File: src/rtl/pcs_pkg.sv
// Shared XGMII constants, scheduler state encoding and frame-delimiter helpers
// for the MAC-to-PCS transmit path.
package pcs_pkg;

    localparam int XGMII_DATA_WIDTH = 32;
    localparam int XGMII_CTRL_WIDTH = 4;

    localparam logic [7:0] XGMII_IDLE  = 8'h07;
    localparam logic [7:0] XGMII_START = 8'hFB;
    localparam logic [7:0] XGMII_TERM  = 8'hFD;
    localparam logic [7:0] XGMII_ERROR = 8'hFE;

    typedef enum logic [1:0] {
        LOW    = 2'd0,
        HIGH   = 2'd1,
        ERR_HI = 2'd2
    } tx_sched_state_t;

    // A frame may only start on lane 0 of a word.
    function automatic logic has_start(input logic [63:0] data, input logic [7:0] ctrl);
        return ctrl[0] && (data[7:0] == XGMII_START);
    endfunction

    function automatic logic has_term(input logic [63:0] data, input logic [7:0] ctrl);
        logic found;
        found = 1'b0;
        for (int k = 0; k < 8; k++) begin
            if (ctrl[k] && (data[8*k +: 8] == XGMII_TERM)) begin
                found = 1'b1;
            end else begin
                found = found;
            end
        end
        return found;
    endfunction

endpackage

File: src/rtl/xgmii_tx_scheduler_if.sv
// MAC-side word stream: one 64-bit word plus per-lane control flags per handshake.
interface xgmii_tx_scheduler_if;
    logic [63:0] s_data;
    logic [7:0]  s_ctrl;
    logic        s_valid;
    logic        s_ready;

    modport master (output s_data, output s_ctrl, output s_valid, input s_ready);
    modport slave  (input s_data, input s_ctrl, input s_valid, output s_ready);
endinterface

File: src/rtl/xgmii_word_fifo.sv
// Word FIFO between the MAC and the scheduler; an entry becomes readable on the
// cycle after it was written, and ready/level come straight from registers.
module xgmii_word_fifo #(
    parameter int FIFO_DEPTH = 4
) (
    input  logic                          i_clk,
    input  logic                          i_reset,
    input  logic                          i_push,
    input  logic [71:0]                   i_wdata,
    input  logic                          i_pop,
    output logic [71:0]                   o_rdata,
    output logic                          o_avail,
    output logic                          o_ready,
    output logic [$clog2(FIFO_DEPTH):0]   o_level
);
    localparam int AW = $clog2(FIFO_DEPTH);
    localparam int LW = AW + 1;

    logic [71:0]   r_mem [FIFO_DEPTH];
    logic [AW-1:0] r_wptr;
    logic [AW-1:0] r_rptr;
    logic [LW-1:0] r_level;
    logic          r_pushed;
    logic          r_ready;
    logic          w_push;
    logic          w_pop;
    logic [LW-1:0] w_level_n;

    // The word written last cycle is not yet visible at the head.
    assign o_avail   = (r_level != {{AW{1'b0}}, r_pushed});
    assign w_push    = i_push && r_ready;
    assign w_pop     = i_pop && o_avail;
    assign w_level_n = r_level + {{AW{1'b0}}, w_push} - {{AW{1'b0}}, w_pop};
    assign o_rdata   = r_mem[r_rptr];
    assign o_ready   = r_ready;
    assign o_level   = r_level;

    // Pointer, occupancy and ready registers.
    always_ff @(posedge i_clk) begin
        if (i_reset) begin
            r_wptr   <= {AW{1'b0}};
            r_rptr   <= {AW{1'b0}};
            r_level  <= {LW{1'b0}};
            r_pushed <= 1'b0;
            r_ready  <= 1'b0;
        end else begin
            r_wptr   <= r_wptr + {{(AW-1){1'b0}}, w_push};
            r_rptr   <= r_rptr + {{(AW-1){1'b0}}, w_pop};
            r_level  <= w_level_n;
            r_pushed <= w_push;
            r_ready  <= (w_level_n != LW'(FIFO_DEPTH));
        end
    end

    // Storage array.
    always_ff @(posedge i_clk) begin
        if (w_push) begin
            r_mem[r_wptr] <= i_wdata;
        end
    end

endmodule

File: src/rtl/xgmii_tx_scheduler.sv
// Splits buffered 64-bit MAC words into low/high 32-bit XGMII beats, stalls on
// PCS pause, fills gaps with idles and closes starved frames with an /E/ pair.
module xgmii_tx_scheduler
    import pcs_pkg::*;
#(
    parameter int DATA_WIDTH = XGMII_DATA_WIDTH,
    parameter int CTRL_WIDTH = XGMII_CTRL_WIDTH,
    parameter int FIFO_DEPTH = 4
) (
    input  logic                          i_clk,
    input  logic                          i_reset,
    xgmii_tx_scheduler_if.slave           s_if,
    output logic [DATA_WIDTH-1:0]         o_xgmii_txd,
    output logic [CTRL_WIDTH-1:0]         o_xgmii_txc,
    output logic                          o_xgmii_valid,
    input  logic                          i_xgmii_pause,
    output logic                          o_underflow,
    output logic [$clog2(FIFO_DEPTH):0]   o_fifo_level
);
    tx_sched_state_t       r_state;
    tx_sched_state_t       w_state_n;
    logic [DATA_WIDTH-1:0] r_txd;
    logic [DATA_WIDTH-1:0] w_txd_n;
    logic [CTRL_WIDTH-1:0] r_txc;
    logic [CTRL_WIDTH-1:0] w_txc_n;
    logic                  r_valid;
    logic                  w_valid_n;
    logic                  r_underflow;
    logic                  w_underflow_n;
    logic                  r_in_frame;
    logic                  w_in_frame_n;
    logic                  r_discard;
    logic                  w_discard_n;
    logic                  w_pop;
    logic                  w_avail;
    logic [71:0]           w_head;
    logic                  w_start;
    logic                  w_term;

    xgmii_word_fifo #(.FIFO_DEPTH(FIFO_DEPTH)) u_fifo (
        .i_clk   (i_clk),
        .i_reset (i_reset),
        .i_push  (s_if.s_valid),
        .i_wdata ({s_if.s_ctrl, s_if.s_data}),
        .i_pop   (w_pop),
        .o_rdata (w_head),
        .o_avail (w_avail),
        .o_ready (s_if.s_ready),
        .o_level (o_fifo_level)
    );

    assign w_start = has_start(w_head[63:0], w_head[71:64]);
    assign w_term  = has_term(w_head[63:0], w_head[71:64]);

    // Next beat selection; a pause freezes everything except valid.
    always_comb begin
        w_state_n     = r_state;
        w_txd_n       = r_txd;
        w_txc_n       = r_txc;
        w_valid_n     = 1'b0;
        w_underflow_n = 1'b0;
        w_pop         = 1'b0;
        w_in_frame_n  = r_in_frame;
        w_discard_n   = r_discard;
        if (i_xgmii_pause) begin
            w_valid_n = 1'b0;
        end else begin
            w_valid_n = 1'b1;
            case (r_state)
                LOW: begin
                    if (!w_avail) begin
                        if (r_in_frame) begin
                            w_txd_n       = {4{XGMII_ERROR}};
                            w_txc_n       = {CTRL_WIDTH{1'b1}};
                            w_state_n     = ERR_HI;
                            w_underflow_n = 1'b1;
                            w_discard_n   = 1'b1;
                        end else begin
                            w_txd_n = {4{XGMII_IDLE}};
                            w_txc_n = {CTRL_WIDTH{1'b1}};
                        end
                    end else if (r_discard && !w_start) begin
                        // Remnant of an aborted frame: drop it, leave on its terminator.
                        w_pop       = 1'b1;
                        w_txd_n     = {4{XGMII_IDLE}};
                        w_txc_n     = {CTRL_WIDTH{1'b1}};
                        w_discard_n = !w_term;
                    end else begin
                        w_txd_n     = w_head[31:0];
                        w_txc_n     = w_head[67:64];
                        w_state_n   = HIGH;
                        w_discard_n = 1'b0;
                    end
                end
                HIGH: begin
                    w_txd_n      = w_head[63:32];
                    w_txc_n      = w_head[71:68];
                    w_pop        = 1'b1;
                    w_state_n    = LOW;
                    w_in_frame_n = (r_in_frame || w_start) && !w_term;
                end
                ERR_HI: begin
                    w_txd_n      = {4{XGMII_ERROR}};
                    w_txc_n      = {CTRL_WIDTH{1'b1}};
                    w_in_frame_n = 1'b0;
                    w_state_n    = LOW;
                end
                default: begin
                    w_txd_n   = {4{XGMII_IDLE}};
                    w_txc_n   = {CTRL_WIDTH{1'b1}};
                    w_state_n = LOW;
                end
            endcase
        end
    end

    // State and output registers.
    always_ff @(posedge i_clk) begin
        if (i_reset) begin
            r_state     <= LOW;
            r_txd       <= {4{XGMII_IDLE}};
            r_txc       <= {CTRL_WIDTH{1'b1}};
            r_valid     <= 1'b0;
            r_underflow <= 1'b0;
            r_in_frame  <= 1'b0;
            r_discard   <= 1'b0;
        end else begin
            r_state     <= w_state_n;
            r_txd       <= w_txd_n;
            r_txc       <= w_txc_n;
            r_valid     <= w_valid_n;
            r_underflow <= w_underflow_n;
            r_in_frame  <= w_in_frame_n;
            r_discard   <= w_discard_n;
        end
    end

    assign o_xgmii_txd   = r_txd;
    assign o_xgmii_txc   = r_txc;
    assign o_xgmii_valid = r_valid;
    assign o_underflow   = r_underflow;

endmodule

File: src/flat_wrapper.sv
// flat-port wrapper written by rule: the top's interface ports become plain ports
module xgmii_tx_scheduler_flat import pcs_pkg::*;
#(
    parameter int DATA_WIDTH = XGMII_DATA_WIDTH,
    parameter int CTRL_WIDTH = XGMII_CTRL_WIDTH,
    parameter int FIFO_DEPTH = 4
)
  (i_clk, i_reset, o_xgmii_txd, o_xgmii_txc, o_xgmii_valid, i_xgmii_pause, o_underflow, o_fifo_level, s_if_s_data, s_if_s_ctrl, s_if_s_valid, s_if_s_ready);
  xgmii_tx_scheduler_if s_if_i ();
  input  logic i_clk;
  input  logic i_reset;
  output logic [DATA_WIDTH-1:0] o_xgmii_txd;
  output logic [CTRL_WIDTH-1:0] o_xgmii_txc;
  output logic o_xgmii_valid;
  input  logic i_xgmii_pause;
  output logic o_underflow;
  output logic [$clog2(FIFO_DEPTH):0] o_fifo_level;
  input wire logic [$bits(s_if_i.s_data)-1:0] s_if_s_data;
  input wire logic [$bits(s_if_i.s_ctrl)-1:0] s_if_s_ctrl;
  input wire logic [$bits(s_if_i.s_valid)-1:0] s_if_s_valid;
  output wire logic [$bits(s_if_i.s_ready)-1:0] s_if_s_ready;
  assign s_if_i.s_data = s_if_s_data;
  assign s_if_i.s_ctrl = s_if_s_ctrl;
  assign s_if_i.s_valid = s_if_s_valid;
  assign s_if_s_ready = s_if_i.s_ready;
  xgmii_tx_scheduler #(.DATA_WIDTH(DATA_WIDTH), .CTRL_WIDTH(CTRL_WIDTH), .FIFO_DEPTH(FIFO_DEPTH)) u_core (.i_clk(i_clk), .i_reset(i_reset), .s_if(s_if_i), .o_xgmii_txd(o_xgmii_txd), .o_xgmii_txc(o_xgmii_txc), .o_xgmii_valid(o_xgmii_valid), .i_xgmii_pause(i_xgmii_pause), .o_underflow(o_underflow), .o_fifo_level(o_fifo_level));
endmodule
File: config.mk
export PLATFORM = sky130hd
export DESIGN_NAME = xgmii_tx_scheduler_flat
export DESIGN_NICKNAME = d
export VERILOG_FILES = /design/src/rtl/pcs_pkg.sv /design/src/rtl/xgmii_tx_scheduler_if.sv /design/src/rtl/xgmii_word_fifo.sv /design/src/rtl/xgmii_tx_scheduler.sv /design/src/flat_wrapper.sv
export SDC_FILE = /design/constraint.sdc
export NUM_CORES = 1
export LEC_CHECK = 0
export CAP_MARGIN = 20
export CORE_UTILIZATION = 45
export CTS_BUF_LIST = sky130_fd_sc_hd__clkbuf_2 sky130_fd_sc_hd__clkbuf_4 sky130_fd_sc_hd__clkbuf_8
export DETAILED_ROUTE_END_ITERATION = 10
export GPL_TIMING_DRIVEN = 0
export REMOVE_ABC_BUFFERS = 1
export SYNTH_ARGS = -nofsm -noshare
export SYNTH_HDL_FRONTEND = slang
export SYNTH_HIERARCHICAL = 1
export SYNTH_SLANG_ARGS = --single-unit
File: constraint.sdc
create_clock -name i_clk -period 11.74 [get_ports i_clk]
set_input_delay 1.174 -clock i_clk [delete_from_list [all_inputs] [get_ports i_clk]]
set_output_delay 1.174 -clock i_clk [all_outputs]
set_load 0.02 [all_outputs]
==> flow_summary.json <==
{
  "status": "completed",
  "fmax_mhz": 255,
  "holdWs_ps": 496,
  "crit_arrival_ps": 4400,
  "ir_worst_vdd_uv": 94.3,
  "cellLeakagePower_nw": 5.12,
  "finalCritPeriodShare": 0.334,
  "startpoint_type": "register",
  "fin_crit_ps": 3930,
  "p_comb_frac": 0.242,
  "drcViolationCount": 0,
  "dieWidth_um": 173,
  "wire_per_inst_um": 23.0,
  "switching_share": 0.292,
  "ys_types": 51,
  "path_cells": "mux4_2 > nand3_1 > o41ai_2 > inv_1 > a31oi_1 > nor2_1 > o31ai_1 > xnor2_1 > ha_1 > fa_1 > xnor2_1 > xnor2_1 > o31a_1",
  "start_util": 0.459,
  "grt_max_degree": 54,
  "gp_congestion": 0.753,
  "async_flop_share": 0,
  "postCtsSetupRepairBufs": 0,
  "syn_to_final_growth_pct": 22.3,
  "avgSynthCellArea_um2": 18.7,
  "numClockSinks": 339,
  "synth_cells": 705,
  "crit_required_ps": 12210,
  "synth-warning-count": 6,
  "synth_edf_count": 288,
  "finClkSkew_ps": 23.1,
  "criticalPathCategory": "reg -> reg",
  "maxCapViolCount": 0,
  "crit_fanout": 38,
  "rsz0062_at_grt": "no",
  "synth_area_leader_cell": "edfxtp_1",
  "ys.flop_type": "edfxtp_1",
  "clockBufferDepth": 3,
  "dieArea_um2": 30000,
  "drive_above_1_share": 0.250,
  "ant_nets": 0,
  "clock_latency_ps": 580,
  "netlist_area_um2": 13200,
  "htree_levels": 2,
  "antenna_found_initial": 3,
  "groute.usage.overall": 0.204,
  "final_max_slew_viol_count": 0,
  "p_int_w": 0.00235,
  "placed_area_um2": 15100,
  "dr.pass1.iters": 5,
  "drt_iter0_markers": 476,
  "via_per_inst": 5.68,
  "setup_viol": 0,
  "powerDensity_nw_per_um2": 205,
  "core_area_um2": 28800,
  "io_buffers": 117,
  "design_area_um2": 16200,
  "rows": 62,
  "vias": 7368,
  "seqPwrFrac": 0.461,
  "ios": 118,
  "crit_path_max_incr_delay_ps": 870,
  "tightest_slew_ps": 1170,
  "grt_pass1_wl_mm": 45.8,
  "grt_overflow": 0,
  "crit_path_frequent_cell": "xnor2_1",
  "cp_slowest_cell": "dfxtp_4",
  "root_buffer": "clkbuf_8",
  "synth_top_area_frac": 0.655,
  "grt_pass1_vias": 7986,
  "max-slew-margin-rel": 0.217,
  "hp-class": "reg -> reg",
  "place_hpwl_mm": 19.5,
  "path_clk_slew_ps": 60,
  "die_h_um": 173,
  "power_switching_w": 0.000967,
  "cts_tree": "yes",
  "post_cts_resized": 0,
  "synth_seq_cells": 339,
  "ctsHoldBuffers": 0,
  "drt_wl_total_mm": 29.9,
  "power_frac_clock": 0.298,
  "ys_seq_area_frac": 0.732,
  "hold_viol": 0,
  "fin_nets": 953,
  "numCtsBuffers": 53,
  "synth.area.top_cells": "edfxtp_1, mux4_2, dfxtp_1",
  "critPathCaptureType": "register"
}
==> critical path, delay by kind of cell, from the launching register on <==
| family | cells | cell delay [ps] |
|---|---|---|
| simple gates | 2 | 580 |
| fa+ha+maj | 2 | 600 |
| mux | 1 | 640 |
| compound gates | 4 | 590 |
| flops | 1 | 870 |
| xor+xnor | 3 | 460 |
| buf+inv | 1 | 60 |
==> cell type report <==
class / instances / area, µm²
fill: 2221 / 12600
sequential: 339 / 9680
multi-input combinational: 297 / 3200
timing repair buffer: 148 / 1600
clock buffer: 92 / 1050
tap: 384 / 480
inverter: 31 / 116
clock inverter: 6 / 31.3
antenna: 1 / 2.50
==> cells in the final DEF (no fill, tap or decap), drive strengths merged, types with 9 or more instances in the layout <==
| master | count |
|---|---|
| nor2 | 31 |
| a21oi | 28 |
| nand4 | 9 |
| dfxtp | 51 |
| mux4 | 72 |
| o21ai | 11 |
| inv | 31 |
| clkbuf | 92 |
| nand2 | 33 |
| clkdlybuf4s50 | 116 |
| edfxtp | 288 |
| buf | 32 |
| a221oi | 41 |
==> state kept, by name, indices dropped and copies added (netlist names), 2 cells and up <==
name,cells
u_core/u_fifo/r_mem,288
u_core/o_xgmii_txd,32
u_core/o_xgmii_txc,4
u_core/u_fifo/o_level,3
u_core/r_state,2
u_core/u_fifo/r_rptr,2
u_core/u_fifo/r_wptr,2
==> kinds of logic after synthesis <==
group	Yosys count	share of synthesized area
and+or+nand+nor	110	0.0422
buffers and inverters	69	0.0275
muxes	72	0.123
DFF	339	0.732
adders and majority gates	7	0.00720
xor gates and xnor gates	6	0.00398
AOI/OAI and AO/OA	102	0.0642
==> power by group through the flow <==
stage                     clock [W]  combinational [W]  sequential (W)
after floorplan                   0           0.000421         0.00161
after global placement            0           0.000740         0.00160
after detailed placement          0           0.000803         0.00155
after CTS                   0.00101           0.000806         0.00153
after global routing        0.00107           0.000858         0.00154
final                      0.000987           0.000801         0.00153
==> final timing paths <==
| path | startpoint | endpoint | slack, ps | cells after the start |
|---|---|---|---|---|
| setup reg to reg | u_core/u_fifo/r_rptr[0]$_SDFF_PP0_ | u_core/u_fifo/o_ready$_SDFF_PP0_ | 7810 | 13 |
| setup / recovery | u_core/u_fifo/r_rptr[0]$_SDFF_PP0_ | u_core/u_fifo/o_ready$_SDFF_PP0_ | 7810 | 13 |
| hold / removal | u_core/o_xgmii_txd[23]$_SDFFE_PP0N_ | u_core/o_xgmii_txd[23]$_SDFFE_PP0N_ | 500 | 2 |
| hold reg to reg | u_core/o_xgmii_txd[23]$_SDFFE_PP0N_ | u_core/o_xgmii_txd[23]$_SDFFE_PP0N_ | 500 | 2 |
==> stage by stage <==
step	instances	TNS [ps]	worst slack, ps	power (W)	util
2_1_floorplan	667	0	4530	0.00203	-
3_3_place_gp	1168	-149080	-916	0.00234	0.508
3_5_place_dp	1199	0	7800	0.00236	0.524
4_1_cts	1297	0	7790	0.00335	0.561
5_1_grt	1298	0	7500	0.00347	0.561
6_report	1298	0	7810	0.00332	0.561
==> cell usage after synthesis, drive strengths merged (2+ instances only) <==
| cell | n |
|---|---|
| edfxtp | 288 |
| mux4 | 72 |
| dfxtp | 51 |
| a221oi | 41 |
| nand2 | 33 |
| inv | 31 |
| nor2 | 31 |
| a21oi | 28 |
| buf | 19 |
| clkbuf | 19 |
| o21ai | 11 |
| nand4 | 9 |
| a22oi | 6 |
| ha | 6 |
| xnor2 | 5 |
| nand2b | 4 |
| nand3 | 4 |
| nor2b | 4 |
| nor3 | 4 |
| nor4 | 4 |
| and3 | 3 |
| nand4b | 3 |
| nor3b | 3 |
| a41oi | 2 |
| o31ai | 2 |
| or3 | 2 |
| or4b | 2 |
==> per-layer routing <==
| metal | track usage | vias to the layer above | wire length (µm) |
|---|---|---|---|
| met5 | 0 | - | 0 |
| met4 | 0.0804 | 0 | 960 |
| met3 | 0.0393 | 71 | 1530 |
| met2 | 0.331 | 253 | 14300 |
| met1 | 0.272 | 3823 | 13100 |
| li1 | - | 3221 | - |
Note: power is estimated with default switching activity, not from simulation.
